<file path="src/rtl/memory_turn_ctrl_pkg.sv">
// Shared types and helpers for the memory-game turn controller.
package memory_pkg;

  localparam int         N_CARDS = 16;
  localparam int         SYM_W   = 3;
  localparam logic [7:0] NO_SEL  = 8'hFF;

  typedef enum logic [2:0] {
    IDLE,
    PICK1,
    PICK2,
    SHOW,
    RESOLVE,
    DONE
  } turn_state_t;

  // Extract the symbol of card idx from the packed board vector.
  function automatic logic [SYM_W-1:0] sym_of(input logic [N_CARDS*SYM_W-1:0] board,
                                               input logic [7:0]               idx);
    logic [$clog2(N_CARDS)-1:0] k;
    k = idx[$clog2(N_CARDS)-1:0];
    return board[k*SYM_W +: SYM_W];
  endfunction

endpackage

</file>
<file path="src/rtl/memory_turn_ctrl_cycle_timer.sv">
// Free-running cycle counter with synchronous clear; tc_o pulses on the
// last cycle of a CYCLES-long count and the counter wraps to zero there.
module cycle_timer #(
  parameter int CYCLES = 4
) (
  input  logic clk,
  input  logic rst,
  input  logic en_i,
  input  logic clr_i,
  output logic tc_o
);

  localparam int CNT_W = (CYCLES > 1) ? $clog2(CYCLES) : 1;
  localparam logic [CNT_W-1:0] LAST = CNT_W'(CYCLES - 1);

  logic [CNT_W-1:0] cnt_q, cnt_d;

  // Terminal count and next count; clear has priority over counting.
  always_comb begin
    tc_o  = en_i && (cnt_q == LAST);
    cnt_d = cnt_q;
    if (clr_i || tc_o) begin
      cnt_d = '0;
    end else if (en_i) begin
      cnt_d = cnt_q + 1'b1;
    end
  end

  // Counter register.
  always_ff @(posedge clk or negedge rst) begin
    if (!rst) cnt_q <= '0;
    else      cnt_q <= cnt_d;
  end

endmodule

</file>
<file path="src/rtl/memory_turn_ctrl.sv">
// One two-player turn of the 16-card memory game: two picks, symbol compare,
// reveal window, then commit the pair or flip the cards back.
module memory_turn_ctrl #(
  parameter int N_CARDS     = memory_pkg::N_CARDS,
  parameter int SYM_W       = memory_pkg::SYM_W,
  parameter int SHOW_CYCLES = 25_000_000,
  parameter int TURN_CYCLES = 500_000_000
) (
  input  logic                     clk,
  input  logic                     rst,
  input  logic                     start_i,
  input  logic                     pick_valid_i,
  input  logic [7:0]               pick_idx_i,
  input  logic [N_CARDS*SYM_W-1:0] board_sym_i,
  output logic [7:0]               selected1_o,
  output logic [7:0]               selected2_o,
  output logic                     par_o,
  output logic [N_CARDS-1:0]       matched_o,
  output logic                     player_o,
  output logic [3:0]               score0_o,
  output logic [3:0]               score1_o,
  output logic                     game_over_o
);

  import memory_pkg::*;

  localparam int         IDX_W     = $clog2(N_CARDS);
  localparam logic [7:0] N_CARDS_B = 8'(N_CARDS);
  localparam logic [3:0] SCORE_MAX = 4'(N_CARDS / 2);
  localparam logic [N_CARDS-1:0] ONE_HOT0 = {{(N_CARDS-1){1'b0}}, 1'b1};

  // Saturating score increment: a player can never own more than all pairs.
  function automatic logic [3:0] sat_inc(input logic [3:0] s);
    return (s >= SCORE_MAX) ? s : s + 4'd1;
  endfunction

  turn_state_t        state_q, state_d;
  logic [7:0]         sel1_q, sel1_d, sel2_q, sel2_d;
  logic [N_CARDS-1:0] matched_q, matched_d;
  logic [N_CARDS-1:0] pair_mask, resolved_matched;
  logic               player_q, player_d;
  logic [3:0]         score0_q, score0_d, score1_q, score1_d;
  logic               pair_hit_q, pair_hit_d;
  logic               in_pick, pick_ok, turn_clr, turn_tc;
  logic               show_en, show_clr, show_tc;

  // Pick legality: in range, not yet matched, and not the card already picked.
  always_comb begin
    in_pick = (state_q == PICK1) || (state_q == PICK2);
    pick_ok = 1'b0;
    if (in_pick && pick_valid_i && (pick_idx_i < N_CARDS_B)) begin
      pick_ok = !matched_q[pick_idx_i[IDX_W-1:0]] &&
                !((state_q == PICK2) && (pick_idx_i == sel1_q));
    end
  end

  // Matched set as it will look after a successful resolve.
  always_comb begin
    pair_mask        = (ONE_HOT0 << sel1_q[IDX_W-1:0]) | (ONE_HOT0 << sel2_q[IDX_W-1:0]);
    resolved_matched = pair_hit_q ? (matched_q | pair_mask) : matched_q;
  end

  assign turn_clr = pick_ok || !in_pick;
  assign show_en  = (state_q == SHOW);
  assign show_clr = (state_q != SHOW);

  cycle_timer #(.CYCLES(TURN_CYCLES)) u_turn_timer (
    .clk  (clk),
    .rst  (rst),
    .en_i (in_pick),
    .clr_i(turn_clr),
    .tc_o (turn_tc)
  );

  cycle_timer #(.CYCLES(SHOW_CYCLES)) u_show_timer (
    .clk  (clk),
    .rst  (rst),
    .en_i (show_en),
    .clr_i(show_clr),
    .tc_o (show_tc)
  );

  // FSM state register.
  always_ff @(posedge clk or negedge rst) begin
    if (!rst) state_q <= IDLE;
    else      state_q <= state_d;
  end

  // FSM next state; a legal pick beats a timeout in the same cycle.
  always_comb begin
    state_d = state_q;
    case (state_q)
      IDLE, DONE: if (start_i) state_d = PICK1;
      PICK1:      if (pick_ok) state_d = PICK2;
      PICK2: begin
        if (pick_ok)      state_d = SHOW;
        else if (turn_tc) state_d = PICK1;
      end
      SHOW:       if (show_tc) state_d = RESOLVE;
      RESOLVE:    state_d = (&resolved_matched) ? DONE : PICK1;
      default:    state_d = IDLE;
    endcase
  end

  // FSM outputs: cards flip back only during a mismatch reveal.
  always_comb begin
    par_o       = !((state_q == SHOW) && !pair_hit_q);
    game_over_o = (state_q == DONE);
  end

  // Turn datapath: selections, compare result, matched set, player and scores.
  always_comb begin
    sel1_d     = sel1_q;
    sel2_d     = sel2_q;
    pair_hit_d = pair_hit_q;
    matched_d  = matched_q;
    player_d   = player_q;
    score0_d   = score0_q;
    score1_d   = score1_q;
    case (state_q)
      IDLE, DONE: begin
        if (start_i) begin
          sel1_d     = NO_SEL;
          sel2_d     = NO_SEL;
          pair_hit_d = 1'b0;
          matched_d  = '0;
          player_d   = 1'b0;
          score0_d   = '0;
          score1_d   = '0;
        end
      end
      PICK1, PICK2: begin
        if (pick_ok) begin
          if (state_q == PICK1) begin
            sel1_d = pick_idx_i;
          end else begin
            sel2_d     = pick_idx_i;
            pair_hit_d = (sym_of(board_sym_i, pick_idx_i) == sym_of(board_sym_i, sel1_q));
          end
        end else if (turn_tc) begin
          sel1_d   = NO_SEL;
          sel2_d   = NO_SEL;
          player_d = !player_q;
        end
      end
      RESOLVE: begin
        sel1_d = NO_SEL;
        sel2_d = NO_SEL;
        if (pair_hit_q) begin
          matched_d = resolved_matched;
          if (player_q) score1_d = sat_inc(score1_q);
          else          score0_d = sat_inc(score0_q);
        end else begin
          player_d = !player_q;
        end
      end
      default: ;
    endcase
  end

  // Turn datapath registers.
  always_ff @(posedge clk or negedge rst) begin
    if (!rst) begin
      sel1_q     <= NO_SEL;
      sel2_q     <= NO_SEL;
      pair_hit_q <= 1'b0;
      matched_q  <= '0;
      player_q   <= 1'b0;
      score0_q   <= '0;
      score1_q   <= '0;
    end else begin
      sel1_q     <= sel1_d;
      sel2_q     <= sel2_d;
      pair_hit_q <= pair_hit_d;
      matched_q  <= matched_d;
      player_q   <= player_d;
      score0_q   <= score0_d;
      score1_q   <= score1_d;
    end
  end

  assign selected1_o = sel1_q;
  assign selected2_o = sel2_q;
  assign matched_o   = matched_q;
  assign player_o    = player_q;
  assign score0_o    = score0_q;
  assign score1_o    = score1_q;

endmodule
</file>
<file path="config.mk">
export PLATFORM = sky130hd
export DESIGN_NAME = memory_turn_ctrl
export DESIGN_NICKNAME = d
export VERILOG_FILES = /design/src/rtl/memory_turn_ctrl_pkg.sv /design/src/rtl/memory_turn_ctrl_cycle_timer.sv /design/src/rtl/memory_turn_ctrl.sv
export SDC_FILE = /design/constraint.sdc
export NUM_CORES = 1
export LEC_CHECK = 0
export ABC_AREA = 1
export ABC_CLOCK_PERIOD_IN_PS = 5750
export BUFFER_PORTS_ARGS = -buffer_cell sky130_fd_sc_hd__buf_4
export CAP_MARGIN = 40
export CORE_AREA = 2 2 112 114
export CTS_BUF_LIST = sky130_fd_sc_hd__clkbuf_8
export DETAILED_ROUTE_END_ITERATION = 6
export DIE_AREA = 0 0 114 116
export PLACE_DENSITY_LB_ADDON = 0.2
export SLEW_MARGIN = 0
export SYNTH_ARGS = -nofsm -noshare
export SYNTH_HDL_FRONTEND = slang
export SYNTH_SLANG_ARGS = --single-unit
</file>
<file path="constraint.sdc">
create_clock -name clk -period 5.75 [get_ports clk]
set_clock_uncertainty 0.2 [all_clocks]
set_input_delay 1.4375 -clock clk [delete_from_list [all_inputs] [get_ports clk]]
set_output_delay 1.4375 -clock clk [all_outputs]
set_load 0.05 [all_outputs]
</file>
==> flow_summary.ini, run 1 <==
[floorplan]
die-width_um = 114
floorplan.die_area_um2 = 13200
ios = 103
die_y_um = 116
row_count = 40
core_region_area_um2 = 11900
initial_core_util_pct = 59.1

[timing]
max_slew_margin_pct = 49.0
period_share_pct = 62.3
fmax_ghz = 0.279
min_period_ns = 3.58
worst_pin_slew_ns = 0.765
finalHoldViolCount = 0
tns_ns = 0
rsz0062_at_grt = no
timing.hold.ws_ns = 0.263
setup_viol = 0
slew_violations = 0

[detailed_routing]
via_per_inst = 5.52
ant_nets = 0
finalWirelength_um = 18100
routedWlPerCell_um = 14.1
drtIter0Drc = 585
firstDrtPassIters = 6
drc = 0
via_count = 7098

[power_and_ir_drop]
vdd_drop_max_v = 0.000243
leakagePower_nw = 3.83
p_total_mw = 2.91
p_per_area_nw_per_um2 = 364

[layout]
final-seq-area_um2 = 2500
design_area_um2 = 7990
fill_cells = 1116
fin_nets = 1199
drive_above_1_share_pct = 15.7
multi_input_area_um2 = 3810
insertedDiodeCount = 0
area_growth_pct = 13.6

[clocking]
post_cts_buffers = 0
ctsHoldBuffers = 0
clkTransAtPathRegs_ns = 0.09
clock_latency_ns = 0.39
cts_sinks = 99
cts_buffers = 9
h-tree-depth = 3
cts_tree = built
clockBufferDepth = 2
cts_root_buffer = clkbuf_8
ctsResizeCount = 0

[global_route]
grt_first_pass_wirelength_um = 30600
grt_pass1_vias = 6737
antenna_found_initial = 0
grt_use_total_pct = 28.7
grt_max_degree = 63
grt-ovfl-total = 0

[critical_path]
critPathKind = input pin to register
worstPathArrival_ns = 3.71
worstPathRequired_ns = 5.88
critPathLaunchType = input pin
path_max_fanout = 47
cp-end-kind = register
rr_startpoint = selected1_o[3]
max_stage_delay_ns = 0.53
crit_chain = buf_4 > inv_1 > nand2_1 > nand3_1 > nand3_1 > nand3_1 > nand3_4 > nand2_4 > nand2_4 > nor2_8 > nand2_4 > nand2_1
startpoint = pick_idx_i[0]
cp_slowest_cell = inv_1

[synthesis]
syn_area_um2 = 7030
synthArstFlopShare_pct = 100
ys_seq_area_share_pct = 35.5
synthDistinctLibCells = 42
synth_nets = 1117
synth_seq_cells = 99
syn_inst = 1051
synth_ff_type = dfrtp_1
avgSynthCellArea_um2 = 6.69
ys_warn_count = 0
synth_edf_count = 0

[place]
dp_hpwl_um = 13300
port_buffers = 102
place.gp.congestion = 0.936
dpl_cell_area_um2 = 7800

[hold_path]
min_path_type = register to register
min_from = u_show_timer.cnt_q[0]

[run]
maxCapViolCount = 0

[outcome]
outcome = finished clean
==> cells in the final DEF (no fill, tap or decap), drive strengths merged, types with 5 or more instances in the layout <==
cell / count
ha: 6
inv: 142
a21oi: 42
xor2: 21
dfstp: 16
nor3: 38
nor3b: 5
dfrtp: 83
clkbuf: 10
xnor2: 5
nand3: 136
nand4: 21
nor2: 142
nand2: 269
nor4: 8
o21ai: 68
buf: 104
o211ai: 7
==> area by class of cell <==
| class | instances | area share (%) |
|---|---|---|
| Clock buffer | 10 | 1.72 |
| Sequential cell | 99 | 31.2 |
| Multi-Input combinational cell | 780 | 47.7 |
| Timing Repair Buffer | 104 | 9.77 |
| Clock inverter | 6 | 0.704 |
| Inverter | 139 | 6.56 |
| Tap cell | 147 | 2.30 |
==> flip-flops by register name (all words and copies together), names as in the netlist <==
register / count
selected1_o: 8
score1_o: 4
pair_hit_q: 1
selected2_o: 8
matched_o: 16
score0_o: 4
state_q: 3
u_turn_timer.cnt_q: 29
u_show_timer.cnt_q: 25
player_o: 1
==> final timing paths <==
check                                          to  slack, ns  depth (start not counted)
setup / recovery                   selected2_o[4]       2.17                         12
hold / removal              u_show_timer.cnt_q[0]       0.26                          1
setup reg to reg                   selected2_o[4]       3.04                         13
hold reg to reg             u_show_timer.cnt_q[0]       0.26                          1
max in group asynchronous          selected1_o[1]       3.47                          2
min in group asynchronous  u_turn_timer.cnt_q[17]       0.90                          1
==> metrics by stage <==
step,utilization (%),worst slack (ns),cells
after floorplan,-,2.85,1051
after CTS,67.1,2.18,1285
final,67.1,2.17,1285
after global routing,67.1,1.89,1285
after global placement,65.4,1.89,1268
after detailed placement,65.5,1.78,1269
==> per-layer routing <==
layer	part of all wire (%)	vias to the layer above	GRT usage [%]	wire [um]
met3	6.0	42	3.14	1080
li1	-	3555	-	-
met2	49	228	50.4	8810
met1	43	3273	36.4	7720
met5	0	-	0	0
met4	2.6	0	11.5	474
==> critical path, delay by kind of cell <==
kind / cells / cell delay, ns
buffers and inverters: 2 / 0.78
and+or+nand+nor: 10 / 1.46
==> synth_stat cells (all sizes together) (2+ instances only) <==
cell / count / area [um^2]
a21oi: 42 / 240
and3: 3 / 18.8
buf: 27 / 178
clkbuf: 6 / 22.5
dfrtp: 83 / 2080
dfstp: 16 / 420
ha: 6 / 75.1
inv: 139 / 524
nand2: 269 / 1060
nand3: 136 / 698
nand3b: 2 / 15.0
nand4: 21 / 144
nor2: 142 / 577
nor3: 38 / 223
nor3b: 5 / 37.5
nor4: 8 / 50.1
o211ai: 7 / 52.6
o21a: 2 / 15.0
o21ai: 68 / 340
or2: 3 / 18.8
xnor2: 5 / 43.8
xor2: 21 / 184
==> where the power goes <==
part           internal, mW  switching [mW]
clock                 0.210           0.246
combinational         0.418            1.06
sequential            0.831           0.150
total                  1.46            1.45
==> cells by family after synthesis <==
kind of cell             count (synthesis)  share of synthesized area, %
XOR/XNOR                                26                          3.24
AND/OR/NAND/NOR                        628                          40.6
AO/OA/AOI/OAI                          120                          9.30
flip-flops                              99                          35.5
buffers and inverters                  172                          10.3
adder cells (fa/ha/maj)                  6                          1.07
No activity file was read; power rests on OpenSTA's default activity.
==> run 2: changes to the inputs <==
Settings changed: ABC_AREA 1 to 0, ABC_CLOCK_PERIOD_IN_PS 5750 to 3700, CORE_AREA 2 2 112 114 to 2 2 106 108, DIE_AREA 0 0 114 116 to 0 0 108 110.
Clock period 5.75 ns to 3.7 ns, I/O delays scaled along.
==> run 2 against run 1 <==
Compared with the run above:
- wire length fell by 20%
- die area fell by 10%
- critical path depth is 5 lower
- sequential cell count is the same
- sequential share of layout area grew 3.4 points
- worst setup slack lost 1.4 ns
- hold slack gained 0.031 ns
- total power up 6.9%
- area after synthesis shrank 11%
- core utilization rose by 0.37 points
==> flow_summary.ini, run 2 <==
[critical_path]
worstRegToRegCells = 7
cp-end-kind = register
r2r_setup_slack_ns = 0.73
critPathLaunchType = register
critPathKind = register to register
worstPathArrival_ns = 3.08
rr_startpoint = selected1_o[0]
worstSetupEndpoint = u_turn_timer.cnt_q[8]
r2r-end = u_turn_timer.cnt_q[8]
worstPathRequired_ns = 3.81
path_max_fanout = 29
startpoint = selected1_o[0]

[timing]
fin_ws_ns = 0.726
rsz0062_at_grt = no
setup_viol = 0
finalHoldViolCount = 0
fmax_ghz = 0.336
max_slew_margin_pct = 43.8
worst_pin_slew_ns = 0.835
period_share_pct = 80.4
tns_ns = 0
slew_violations = 0
min_period_ns = 2.97
timing.hold.ws_ns = 0.294

[synthesis]
ys_warn_count = 0
synth_nets = 680
synth.top_cell.area_share_pct = 33.3
synth_seq_cells = 99
ys_seq_area_share_pct = 40.0
synthTopCellsByCount = nor2_1, dfrtp_1, nand2_1
synthDistinctLibCells = 70
synthArstFlopShare_pct = 100
avgSynthCellArea_um2 = 10.2
yosys-top-cells-area = dfrtp_1, mux4_2, dfstp_2
yosysTopAreaCell = dfrtp_1
yosysMostFrequentCell = nor2_1
synth_edf_count = 0
synth_ff_type = dfrtp_1
syn_inst = 614
syn_area_um2 = 6240

[floorplan]
row_count = 38
floorplan.die_area_um2 = 11900
die-width_um = 108
initial_core_util_pct = 58.3
core_region_area_um2 = 10700
die_y_um = 110
ios = 103

[global_route]
antenna_found_initial = 0
grt-ovfl-total = 0
grt_first_pass_wirelength_um = 23900
grt_use_total_pct = 25.4
grt_pass1_vias = 5040
grt_max_degree = 51

[detailed_routing]
via_count = 5128
via_per_inst = 6.11
drtIter0Drc = 272
ant_nets = 0
drc = 0
firstDrtPassIters = 5
finalWirelength_um = 14500
routedWlPerCell_um = 17.2

[clocking]
cts_buffers = 9
cts_sinks = 99
clkTransAtPathRegs_ns = 0.10
post_cts_buffers = 0
ctsResizeCount = 0
ctsHoldBuffers = 0
h-tree-depth = 3
clock_latency_ns = 0.37
cts_root_buffer = clkbuf_8
cts_tree = built
clockBufferDepth = 2

[layout]
fin_nets = 760
drive_above_1_share_pct = 27.3
design_area_um2 = 7220
final_cell_mix = buf_4, nor2_1, dfrtp_1, nand2_1, xor2_1
layout_commonest_cell = buf_4
largest_reg_flops = 29
area_growth_pct = 15.7
insertedDiodeCount = 0
fill_cells = 847
max_flop_register = u_turn_timer.cnt_q

[run]
maxCapViolCount = 0

[power_and_ir_drop]
comb_power_share_pct = 37.7
power_frac_seq_pct = 42.3
power.clock.fraction_pct = 20.0
p_total_mw = 3.11
intPower_mw = 1.85
leakagePower_nw = 3.03
p_switching_mw = 1.26
vdd_drop_max_v = 0.000381
sw_frac_of_total_pct = 40.5
p_per_area_nw_per_um2 = 431

[place]
dpl_cell_area_um2 = 7050
dp_hpwl_um = 10400
port_buffers = 102
pre_cts_ws_ns = 0.543
place.gp.congestion = 0.898

[hold_path]
min_path_type = register to register

[outcome]
outcome = finished clean
[run 2: cell count changes in the layout (fill, tap and decap cells not counted), sizes merged, moves of 28 or more]
| cell | delta |
|---|---|
| nand2 | -228 |
| inv | -124 |
| nand3 | -110 |
| o21ai | -56 |
| nor2 | -46 |
| mux4 | +29 |
| nor3 | -28 |
[run 2: worst max-delay path, cell delays in order, from the launching register on]
cell	delay (ns)
dfstp_2	0.98
xnor2_1	0.19
nand4_1	0.14
o31ai_2	0.50
o21ai_1	0.17
or3_1	0.38
buf_12	0.20
nor2_1	0.13
[run 2: kinds of logic (layout without fill, tap and decap cells)]
family,Yosys count,count (layout),share of synthesized area (%)
xor gates and xnor gates,64,64,8.98
muxes,37,37,12.0
and+or+nand+nor,254,254,22.3
AOI/OAI and AO/OA,100,100,11.4
DFF,99,99,40.0
buffers and inverters,54,139,4.13
adders and majority gates,6,6,1.20
[run 2: power by group through the flow]
stage	Sequential [mW]	Combinational (mW)	Clock [mW]
after CTS	1.31	1.17	0.635
final	1.32	1.17	0.622
after floorplan	1.35	0.876	0
after global routing	1.33	1.27	0.680
after detailed placement	1.33	1.17	0
after global placement	1.33	1.14	0
[run 2: worst min-delay path by stage]
stage	from	endpoint	slack [ns]	cells past startpoint
after floorplan	u_turn_timer.cnt_q[0]	u_turn_timer.cnt_q[0]	0.25	1
after global placement	u_show_timer.cnt_q[0]	u_show_timer.cnt_q[0]	0.27	1
after detailed placement	u_show_timer.cnt_q[0]	u_show_timer.cnt_q[0]	0.28	1
after CTS	u_show_timer.cnt_q[0]	u_show_timer.cnt_q[0]	0.29	1
after global routing	u_show_timer.cnt_q[0]	u_show_timer.cnt_q[0]	0.32	1
final	u_show_timer.cnt_q[0]	u_show_timer.cnt_q[0]	0.29	1
[run 2: area by class of cell]
type	instances	area, um^2	share of cell area, %
tap	140	175	2.43
timing repair buffer	108	836	11.6
multi-input combinational	461	3490	48.3
inverter	15	56.3	0.780
clock inverter	7	43.8	0.607
clock buffer	9	124	1.72
sequential	99	2500	34.6
[run 2: metal layers]
layer / global-route usage [%] / vias up / part of all wire [%]
met4: 11.1 / 0 / 3.1
li1: - / 2381 / -
met1: 31.3 / 2508 / 41
met5: 0 / - / 0
met2: 44.4 / 193 / 51
met3: 4.29 / 46 / 5.3
[run 2: metrics by stage]
step                std cells  utilization, %
floorplan                 614               -
global placement          823            65.9
detailed placement        823            65.9
CTS                       839            67.5
global route              839            67.5
finish                    839            67.5
